$ cat config.mk
export PLATFORM = sky130hd
export DESIGN_NAME = w5300_tx_arbiter
export DESIGN_NICKNAME = d
export VERILOG_FILES = /design/src/rtl/w5300_tx_arbiter.sv
export SDC_FILE = /design/constraint.sdc
export NUM_CORES = 1
export LEC_CHECK = 0
export CAP_MARGIN = 10
export CORE_AREA = 2 2 203 205
export CTS_CLUSTER_SIZE = 30
export DETAILED_ROUTE_END_ITERATION = 6
export DIE_AREA = 0 0 205 207
export GPL_TIMING_DRIVEN = 0
export HOLD_SLACK_MARGIN = 0.12
export SYNTH_ARGS = -nofsm -noshare
export SYNTH_HDL_FRONTEND = slang
export SYNTH_SLANG_ARGS = --single-unit
$ cat constraint.sdc
create_clock -name clk -period 2.7 [get_ports clk]
set_clock_uncertainty 0.1 [all_clocks]
set_input_delay 0.27 -clock clk [delete_from_list [all_inputs] [get_ports clk]]
set_output_delay 0.27 -clock clk [all_outputs]
set_load 0.02 [all_outputs]
$ cat src/rtl/w5300_tx_arbiter.sv
// w5300_tx_arbiter: round-robin transmit scheduler between CHANNELS TX
// buffers and the single W5300 entry engine.
//
// Ports
//   clk, rst          clock, synchronous active-high reset
//   ch_req            per-channel request pulse
//   ch_dest_ip/port   per-channel destination (ch0 in LSBs)
//   ch_size           per-channel transfer size in bytes
//   ch_buf_data       read data from every channel buffer
//   ch_buf_addr       shared buffer read address (= tx_buffer_addr)
//   ch_ack, ch_err    one-cycle completion / error pulse per channel
//   tx_req            request to entry engine
//   dest_ip/dest_port/tx_data_size  latched fields of granted channel
//   tx_data           buffer data of granted channel (combinational)
//   tx_buffer_addr    buffer address from entry engine
//   busy_n, err_code  entry engine status
//   active_ch         granted channel index
//   idle              idle with no pending request
//   stat_done, stat_overrun  per-channel 16-bit saturating counters,
//                     present only when W5300_TX_STATS_EN is defined
//
// Optional feature macro: W5300_TX_STATS_EN
module w5300_tx_arbiter #(
    parameter int unsigned CHANNELS       = 4,
    parameter int unsigned ADDR_WIDTH     = 8,
    parameter int unsigned DATA_WIDTH     = 16,
    parameter int unsigned SIZE_WIDTH     = 32,
    parameter int unsigned TIMEOUT_CYCLES = 1000000
) (
    input  logic                             clk,
    input  logic                             rst,
    input  logic [CHANNELS-1:0]              ch_req,
    input  logic [CHANNELS*32-1:0]           ch_dest_ip,
    input  logic [CHANNELS*16-1:0]           ch_dest_port,
    input  logic [CHANNELS*SIZE_WIDTH-1:0]   ch_size,
    input  logic [CHANNELS*DATA_WIDTH-1:0]   ch_buf_data,
    output logic [ADDR_WIDTH-1:0]            ch_buf_addr,
    output logic [CHANNELS-1:0]              ch_ack,
    output logic [CHANNELS-1:0]              ch_err,
    output logic                             tx_req,
    output logic [31:0]                      dest_ip,
    output logic [15:0]                      dest_port,
    output logic [SIZE_WIDTH-1:0]            tx_data_size,
    output logic [DATA_WIDTH-1:0]            tx_data,
    input  logic [ADDR_WIDTH-1:0]            tx_buffer_addr,
    input  logic                             busy_n,
    input  logic [2:0]                       err_code,
    output logic [((CHANNELS > 1) ? $clog2(CHANNELS) : 1)-1:0] active_ch,
`ifdef W5300_TX_STATS_EN
    output logic [CHANNELS*16-1:0]           stat_done,
    output logic [CHANNELS*16-1:0]           stat_overrun,
`endif
    output logic                             idle
);

    localparam int unsigned CH_W = (CHANNELS > 1) ? $clog2(CHANNELS) : 1;
    localparam int unsigned TO_W = (TIMEOUT_CYCLES > 1) ? $clog2(TIMEOUT_CYCLES) : 1;

    typedef enum logic [2:0] {
        S_IDLE,
        S_GRANT,
        S_REQ,
        S_WAIT_DONE,
        S_DONE
    } state_t;

    state_t                  r_state;
    state_t                  w_state_nxt;
    logic [CHANNELS-1:0]     r_pending;
    logic [CHANNELS-1:0]     w_pending_nxt;
    logic [CH_W-1:0]         r_ptr;
    logic [CH_W-1:0]         r_sel;
    logic [CH_W-1:0]         w_pick;
    logic                    w_pick_vld;
    logic [31:0]             w_idx;
    logic [31:0]             w_sel_i;
    logic [31:0]             w_act_i;
    logic [CHANNELS-1:0]     w_sel_oh;
    logic                    w_enter_done;
    logic                    w_done_err;
    logic [TO_W-1:0]         r_tmo_cnt;
    logic                    w_tmo_hit;

    logic [CHANNELS-1:0]     r_ch_ack;
    logic [CHANNELS-1:0]     r_ch_err;
    logic                    r_tx_req;
    logic [31:0]             r_dest_ip;
    logic [15:0]             r_dest_port;
    logic [SIZE_WIDTH-1:0]   r_tx_data_size;
    logic [CH_W-1:0]         r_active_ch;
    logic                    r_idle;

    assign w_sel_i      = 32'(r_sel);
    assign w_act_i      = 32'(r_active_ch);
    assign w_sel_oh     = CHANNELS'(1) << r_sel;
    assign w_tmo_hit    = (r_tmo_cnt == TO_W'(TIMEOUT_CYCLES - 1));
    assign w_enter_done = (w_state_nxt == S_DONE) && (r_state != S_DONE);

    // Pass-through buffer address and data mux of the granted channel
    assign ch_buf_addr  = tx_buffer_addr;
    assign tx_data      = ch_buf_data[w_act_i*DATA_WIDTH +: DATA_WIDTH];

    assign ch_ack       = r_ch_ack;
    assign ch_err       = r_ch_err;
    assign tx_req       = r_tx_req;
    assign dest_ip      = r_dest_ip;
    assign dest_port    = r_dest_port;
    assign tx_data_size = r_tx_data_size;
    assign active_ch    = r_active_ch;
    assign idle         = r_idle;

    // Round-robin pick: first pending index at or after the pointer
    always_comb begin
        w_pick_vld = 1'b0;
        w_pick     = '0;
        w_idx      = '0;
        for (int unsigned k = 0; k < CHANNELS; k++) begin
            w_idx = 32'(r_ptr) + k;
            if (w_idx >= CHANNELS) begin
                w_idx = w_idx - CHANNELS;
            end
            if (!w_pick_vld && r_pending[CH_W'(w_idx)]) begin
                w_pick_vld = 1'b1;
                w_pick     = CH_W'(w_idx);
            end
        end
    end

    // Pending set on request unless already pending; cleared as the ack is issued
    assign w_pending_nxt = (r_pending & ~(w_enter_done ? w_sel_oh : '0))
                         | (ch_req & ~r_pending);

    // Next-state logic
    always_comb begin
        w_state_nxt = r_state;
        w_done_err  = 1'b0;
        case (r_state)
            S_IDLE: begin
                if (w_pick_vld) begin
                    w_state_nxt = S_GRANT;
                end
            end
            S_GRANT: begin
                if (ch_size[w_sel_i*SIZE_WIDTH +: SIZE_WIDTH] == '0) begin
                    w_state_nxt = S_DONE;
                end else begin
                    w_state_nxt = S_REQ;
                end
            end
            S_REQ: begin
                if (!busy_n) begin
                    w_state_nxt = S_WAIT_DONE;
                end else if (w_tmo_hit) begin
                    w_state_nxt = S_DONE;
                    w_done_err  = 1'b1;
                end
            end
            S_WAIT_DONE: begin
                if (busy_n) begin
                    w_state_nxt = S_DONE;
                    w_done_err  = (err_code != 3'd0);
                end else if (w_tmo_hit) begin
                    w_state_nxt = S_DONE;
                    w_done_err  = 1'b1;
                end
            end
            S_DONE: begin
                w_state_nxt = S_IDLE;
            end
            default: begin
                w_state_nxt = S_IDLE;
            end
        endcase
    end

    // State, latched fields and registered outputs
    always_ff @(posedge clk) begin
        if (rst) begin
            r_state        <= S_IDLE;
            r_pending      <= '0;
            r_ptr          <= '0;
            r_sel          <= '0;
            r_tmo_cnt      <= '0;
            r_ch_ack       <= '0;
            r_ch_err       <= '0;
            r_tx_req       <= 1'b0;
            r_dest_ip      <= '0;
            r_dest_port    <= '0;
            r_tx_data_size <= '0;
            r_active_ch    <= '0;
            r_idle         <= 1'b1;
        end else begin
            r_state   <= w_state_nxt;
            r_pending <= w_pending_nxt;
            r_tx_req  <= (w_state_nxt == S_REQ);
            r_ch_ack  <= w_enter_done ? w_sel_oh : '0;
            r_ch_err  <= (w_enter_done && w_done_err) ? w_sel_oh : '0;
            r_idle    <= (w_state_nxt == S_IDLE) && (w_pending_nxt == '0);

            // Phase timer restarts on every state change
            if ((w_state_nxt != r_state) ||
                ((r_state != S_REQ) && (r_state != S_WAIT_DONE))) begin
                r_tmo_cnt <= '0;
            end else begin
                r_tmo_cnt <= r_tmo_cnt + 1'b1;
            end

            if ((r_state == S_IDLE) && w_pick_vld) begin
                r_sel <= w_pick;
            end

            if (r_state == S_GRANT) begin
                r_active_ch    <= r_sel;
                r_dest_ip      <= ch_dest_ip[w_sel_i*32 +: 32];
                r_dest_port    <= ch_dest_port[w_sel_i*16 +: 16];
                r_tx_data_size <= ch_size[w_sel_i*SIZE_WIDTH +: SIZE_WIDTH];
            end

            if (r_state == S_DONE) begin
                if (r_active_ch == CH_W'(CHANNELS - 1)) begin
                    r_ptr <= '0;
                end else begin
                    r_ptr <= r_active_ch + 1'b1;
                end
            end
        end
    end

`ifdef W5300_TX_STATS_EN
    logic [15:0] r_stat_done    [CHANNELS];
    logic [15:0] r_stat_overrun [CHANNELS];

    // Saturating per-channel counters: clean completions and dropped requests
    always_ff @(posedge clk) begin
        if (rst) begin
            for (int i = 0; i < CHANNELS; i++) begin
                r_stat_done[i]    <= '0;
                r_stat_overrun[i] <= '0;
            end
        end else begin
            for (int i = 0; i < CHANNELS; i++) begin
                if (r_ch_ack[i] && !r_ch_err[i] && (r_stat_done[i] != 16'hFFFF)) begin
                    r_stat_done[i] <= r_stat_done[i] + 16'd1;
                end
                if (ch_req[i] && r_pending[i] && (r_stat_overrun[i] != 16'hFFFF)) begin
                    r_stat_overrun[i] <= r_stat_overrun[i] + 16'd1;
                end
            end
        end
    end

    for (genvar g = 0; g < CHANNELS; g++) begin : g_stat
        assign stat_done[g*16 +: 16]    = r_stat_done[g];
        assign stat_overrun[g*16 +: 16] = r_stat_overrun[g];
    end
`endif

endmodule

* Word level (Yosys, flattened, before mapping) *
Cells that the tools add are included.

storage, ports and cells
  bits in registers = 123
  bits in latches = 0
  bits in writable memories = 0
  bits in read-only memories = 0
  input port bits = 402
  logic and storage cells = 104
  memories kept = 0

cells by class
  add/subtract/negate cells = 9
  $mul = 0
  divide/modulo/power cells = 0
  magnitude comparators = 8
  equality and inequality tests = 12
  shifts and indexed selects = 5
  mux-type cells = 32
  bitwise operators = 6
  reductions and logical operators = 19

operators by type and width
  cell                                                                   count
  128-bit by 8-bit variable part select with 32-bit output               2
  64-bit by 7-bit variable part select with 16-bit output                2
  32-bit logical NOT                                                     1
  20-bit by 1-bit adder with 20-bit output, second input constant        1
  20-bit equality test, second input constant                            1
  2-bit 2-to-1 mux                                                       9
  3-bit 2-to-1 mux                                                       5
  2-bit by 3-bit < comparator with 1-bit output, second input constant   4
  3-bit one-hot mux with 4 select lines                                  1
  1-bit 2-to-1 mux                                                       11
  3-bit by 2-bit equality test with 1-bit output, second input constant  3
  3-bit >= comparator, second input constant                             3
  4-bit bitwise AND                                                      2
  1-bit binary-select mux with 2-bit select                              4
  1-bit logical AND                                                      8
  4-bit inverter                                                         2
  2-bit by 1-bit subtractor with 2-bit output, second input constant     4
  2-bit by 2-bit adder with 3-bit output, second input constant          2
  3-bit equality test, second input constant                             2
  3-bit logical NOT                                                      2
  3-bit by 2-bit != test with 1-bit output, second input constant        2
  4-bit logical NOT                                                      1
  4-bit 2-to-1 mux                                                       1
  4-bit bitwise OR                                                       1
  14 further kinds                                                       17

* Logic depth before layout (Yosys ltp) *
  word-level depth = 24
  depth in mapped cells = 9

* Worst setup path before layout *
Ideal clock, no wire load.

  path type = register -> register
  from = reg r_sel[1]
  to = reg r_pending[0]
  arrival = 2.099 ns
  required time = 2.481 ns
  setup slack = 0.382 ns
  cell stages (with the launch flop) = 9
  clock period less this slack = 2.318 ns
  cells stage by stage = dfxtp_1 buf_2 clkbuf_1 mux4_2 nor4_2 nand4_1 nor3_2 a21oi_2 o221a_1

between the ends
  cells in the longest elaborated chain, start to end = 10
  elaborated cells between the ends (all ways) = 11

RTL lines
  what                                                      RTL line  RTL
  from (decl)                                               72        logic [CH_W-1:0] r_sel;
  from (signal assigned)                                    209       r_sel <= w_pick;
  128-bit by 8-bit variable part select with 32-bit output  144       if (ch_size[w_sel_i*SIZE_WIDTH +: SIZE_WIDTH] == '0) begin
  32-bit logical NOT                                        144
  3-bit 2-to-1 mux                                          144
  3-bit one-hot mux with 4 select lines                     137       case (r_state)
  3-bit equality test                                       97        assign w_enter_done = (w_state_nxt == S_DONE) && (r_state != S_DONE);
  1-bit logical AND                                         97
  4-bit 2-to-1 mux *                                        n/a
  4-bit inverter *                                          130       assign w_pending_nxt = (r_pending & ~(w_enter_done ? w_sel_oh : '0))
  4-bit bitwise AND *                                       130
  4-bit bitwise OR *                                        131       | (ch_req & ~r_pending);
  to (signal assigned)                                      194       r_pending <= w_pending_nxt;
  to (decl)                                                 69        logic [CHANNELS-1:0] r_pending;

Every way passes the cells marked *; elsewhere a longest branch is shown, timed or not.
A chain may end at the register's enable or synchronous reset.

* Final worst setup path *
  from = reg r_sel[0]
  to = reg r_pending[0]

The elaborated chain is that of the path after synthesis.

==> out/results.txt <==
Clock Path Buffers -> 2
WHS Path Cells -> 2
Initial DRC Count -> 381
Setup crit start kind -> register
Hold Fails Final Rpt -> 0
Post-CTS Hold Buffers -> 0
CTS tree -> done
Mapped Area -> 6970 sq um
FF-to-FF path depth -> 9
WHS -> 338 ps
Switch Pwr -> 2.09 mW
PwrDens -> 505 nW/um^2
number of global-route vias before repair -> 8176
top cell type's share of synthesized area -> 35.4%
Synth cell types -> 47
vias per cell -> 4.36
number of remaining DRC errors -> 0
crit path max fanout -> 10
placed instance area -> 12700 sq um
metal2 WL -> 18800 um
slew margin rel. -> 48.2%
register area share after synthesis -> 35.4%
I/O pin total -> 518
Critical Path End Type -> register
first drt pass iteration count -> 4
syn_area_per_cell -> 9.98 sq um
Slew @ Worst Pin -> 777 ps
Avg WL per Cell -> 20.2 um
status -> finished, final reports clean
final cell count without fillers -> 1787
Total GRT Usage -> 16.4%
nets -> 1645
cell count after synthesis -> 698
LEAKAGE -> 4.63 nW
final wirelength -> 36100 um
TritonCTS buffer count -> 17
Worst Hold Class -> in -> reg
global-route wire length before repair -> 51000 um
Synth Warn # -> 0
critical path type -> reg -> reg
Net Sw Frac -> 30.2%
number of fill cells -> 4181
GP Congestion -> 0.826
Int Pwr -> 4.82 mW
Seq pwr share -> 29.9%
IO Port Bufs -> 508
final instance area -> 13700 sq um
fin. max-slew vios -> 0
Main synth FF type -> dfxtp_1
clock sinks -> 123
Synth Register Bits -> 123
clk_lat worst skew -> 420 ps
Die ar. -> 42400 sq um
routed length on met3 -> 2880 um
synth cell count leaders -> nand2_1 (174), dfxtp_1 (123), mux4_2 (96)
Remaining Overflow, GRT -> 0
leading area contributor after synthesis -> dfxtp_1
crit path time final -> 2700 ps
chip height -> 207 um
initial core utilization -> 17.3%
critical path arrival -> 2900 ps
initial antenna violation count -> 1
maximum VDD drop -> 390 uV
RSZ-0062 raised after global routing -> true
Detail Placement HPWL -> 30100 um
Achievable Freq -> 371 MHz
final period utilization -> 99.9%
Comb power frac -> 34.6%
EDFF count, synth -> 0
placed cell count -> 1738
final number of setup-violating endpoints -> 0
vias -> 7797
CP required -> 2910 ps
clk root buf -> clkbuf_16
core area -> 40400 sq um
Final ANT Viol Nets -> 0
area delta synth->final -> 96.1%
Area contributors post-synth -> dfxtp_1 (35%), mux4_2 (31%), nand2_1 (9.4%)
most common cell in the netlist -> nand2_1
top sig layer -> met4
Clk pin slew, worst setup/hold paths -> 60 ps
Die X -> 205 um
FP Rows -> 74
ys async rst share -> 0%
Met1 Wirelength -> 13500 um
H-tree levels -> 4
Max Cap Viol -> 0
fraction of layout cells with a size suffix above 1 -> 14.8%
syn_nets -> 1102
Clk network pwr share -> 35.6%
largest net degree at the start of global routing -> 17
setup slack, reg-to-reg -> 4 ps
[power groups by stage]
stage          registers, mW  logic (mW)  clock network, mW
2_1_floorplan           2.26       0.888                  0
3_3_place_gp            2.09        2.33                  0
3_5_place_dp            2.10        2.34                  0
4_1_cts                 2.06        2.39               2.53
5_1_grt                 2.08        2.55               2.61
6_report                2.06        2.39               2.46
[worst paths after layout]
path,from,to
min,rst,r_state[1]
max,r_sel[0],r_pending[0]
max reg2reg,r_sel[0],r_pending[0]
min reg2reg,r_tmo_cnt[0],r_tmo_cnt[0]
[logic make-up after synthesis]
group	Yosys count	synth area share, %
buf+inv	70	4.76
flops	123	35.4
simple gates	278	17.5
fa+ha+maj	2	0.359
mux	98	31.3
compound gates	109	8.44
xor+xnor	18	2.26
[worst max-delay path, cell delays in order (launching register included)]
cell,delay [ps]
dfxtp_2,340
buf_12,140
buf_12,150
mux4_2,560
nor4_4,320
nand4_1,180
buf_6,170
nor3_4,230
a21oi_4,120
o221a_1,250
[placed cells by master (no fill, tap or decap), types with 3 or more instances in the layout]
| cell type | n |
|---|---|
| clkdlybuf4s50_1 | 500 |
| nand2_1 | 174 |
| dfxtp_1 | 122 |
| mux4_2 | 96 |
| a21oi_1 | 89 |
| nor2_1 | 45 |
| clkbuf_1 | 34 |
| buf_4 | 22 |
| clkbuf_16 | 18 |
| xor2_1 | 10 |
| xnor2_1 | 8 |
| dlygate4sd2_1 | 8 |
| buf_2 | 7 |
| nand4_1 | 7 |
| and3_1 | 6 |
| nor3_1 | 6 |
| buf_12 | 5 |
| nor4_2 | 5 |
| inv_1 | 5 |
| nand3_1 | 5 |
| clkbuf_8 | 4 |
| and4_1 | 4 |
| clkbuf_2 | 4 |
| and2_1 | 4 |
| bufinv_16 | 4 |
| clkinv_2 | 4 |
| o21ai_0 | 3 |
| or2_1 | 3 |
| nand2b_1 | 3 |
| o21a_1 | 3 |
| o22ai_1 | 3 |
| buf_6 | 3 |
| clkinvlp_4 | 3 |
[state kept, by name, indices dropped and copies added, names as in the netlist]
name          count
r_ptr             2
r_sel             2
tx_data_size     32
dest_ip          32
tx_req            1
active_ch         2
dest_port        16
ch_err            4
r_state           3
ch_ack            4
idle              1
r_pending         4
r_tmo_cnt        20
[layout make-up]
class	count	area, sq um	share of cell area [%]
antenna	1	2.50	0.0183
buffer	65	408	2.99
clock buffer	17	425	3.11
clock inverter	15	198	1.45
inverter	5	18.8	0.137
multi-input combinational	505	4250	31.1
sequential	123	2460	18.0
tap	532	666	4.87
timing repair buffer	524	5230	38.3
[through the flow]
step | utilization (%) | worst slack [ps] | setup TNS (ps) | total power [mW]
after floorplan | - | 382 | 0 | 3.14
after global placement | 31.5 | -872 | -38830 | 4.42
after detailed placement | 31.5 | -959 | -41550 | 4.44
after CTS | 33.5 | -47.6 | -52.7 | 6.98
after global routing | 33.8 | -63.4 | -205 | 7.24
final | 33.8 | 4.04 | 0 | 6.91
[routing by layer]
| metal | track usage, % | vias to the layer above |
|---|---|---|
| met5 | 0 | - |
| met4 | 5.51 | 0 |
| met3 | 4.30 | 36 |
| met2 | 30.4 | 364 |
| met1 | 17.9 | 3769 |
| li1 | - | 3628 |
[timing repair]
item | CTS | global route
cloned | 0 | 1
pin swaps | 5 | 6
buffers inserted | 6 | 9
gates resized for setup | 46 | 9
endpoints found under the setup margin | 83 | 21
No activity file was read; power rests on OpenSTA's default activity.
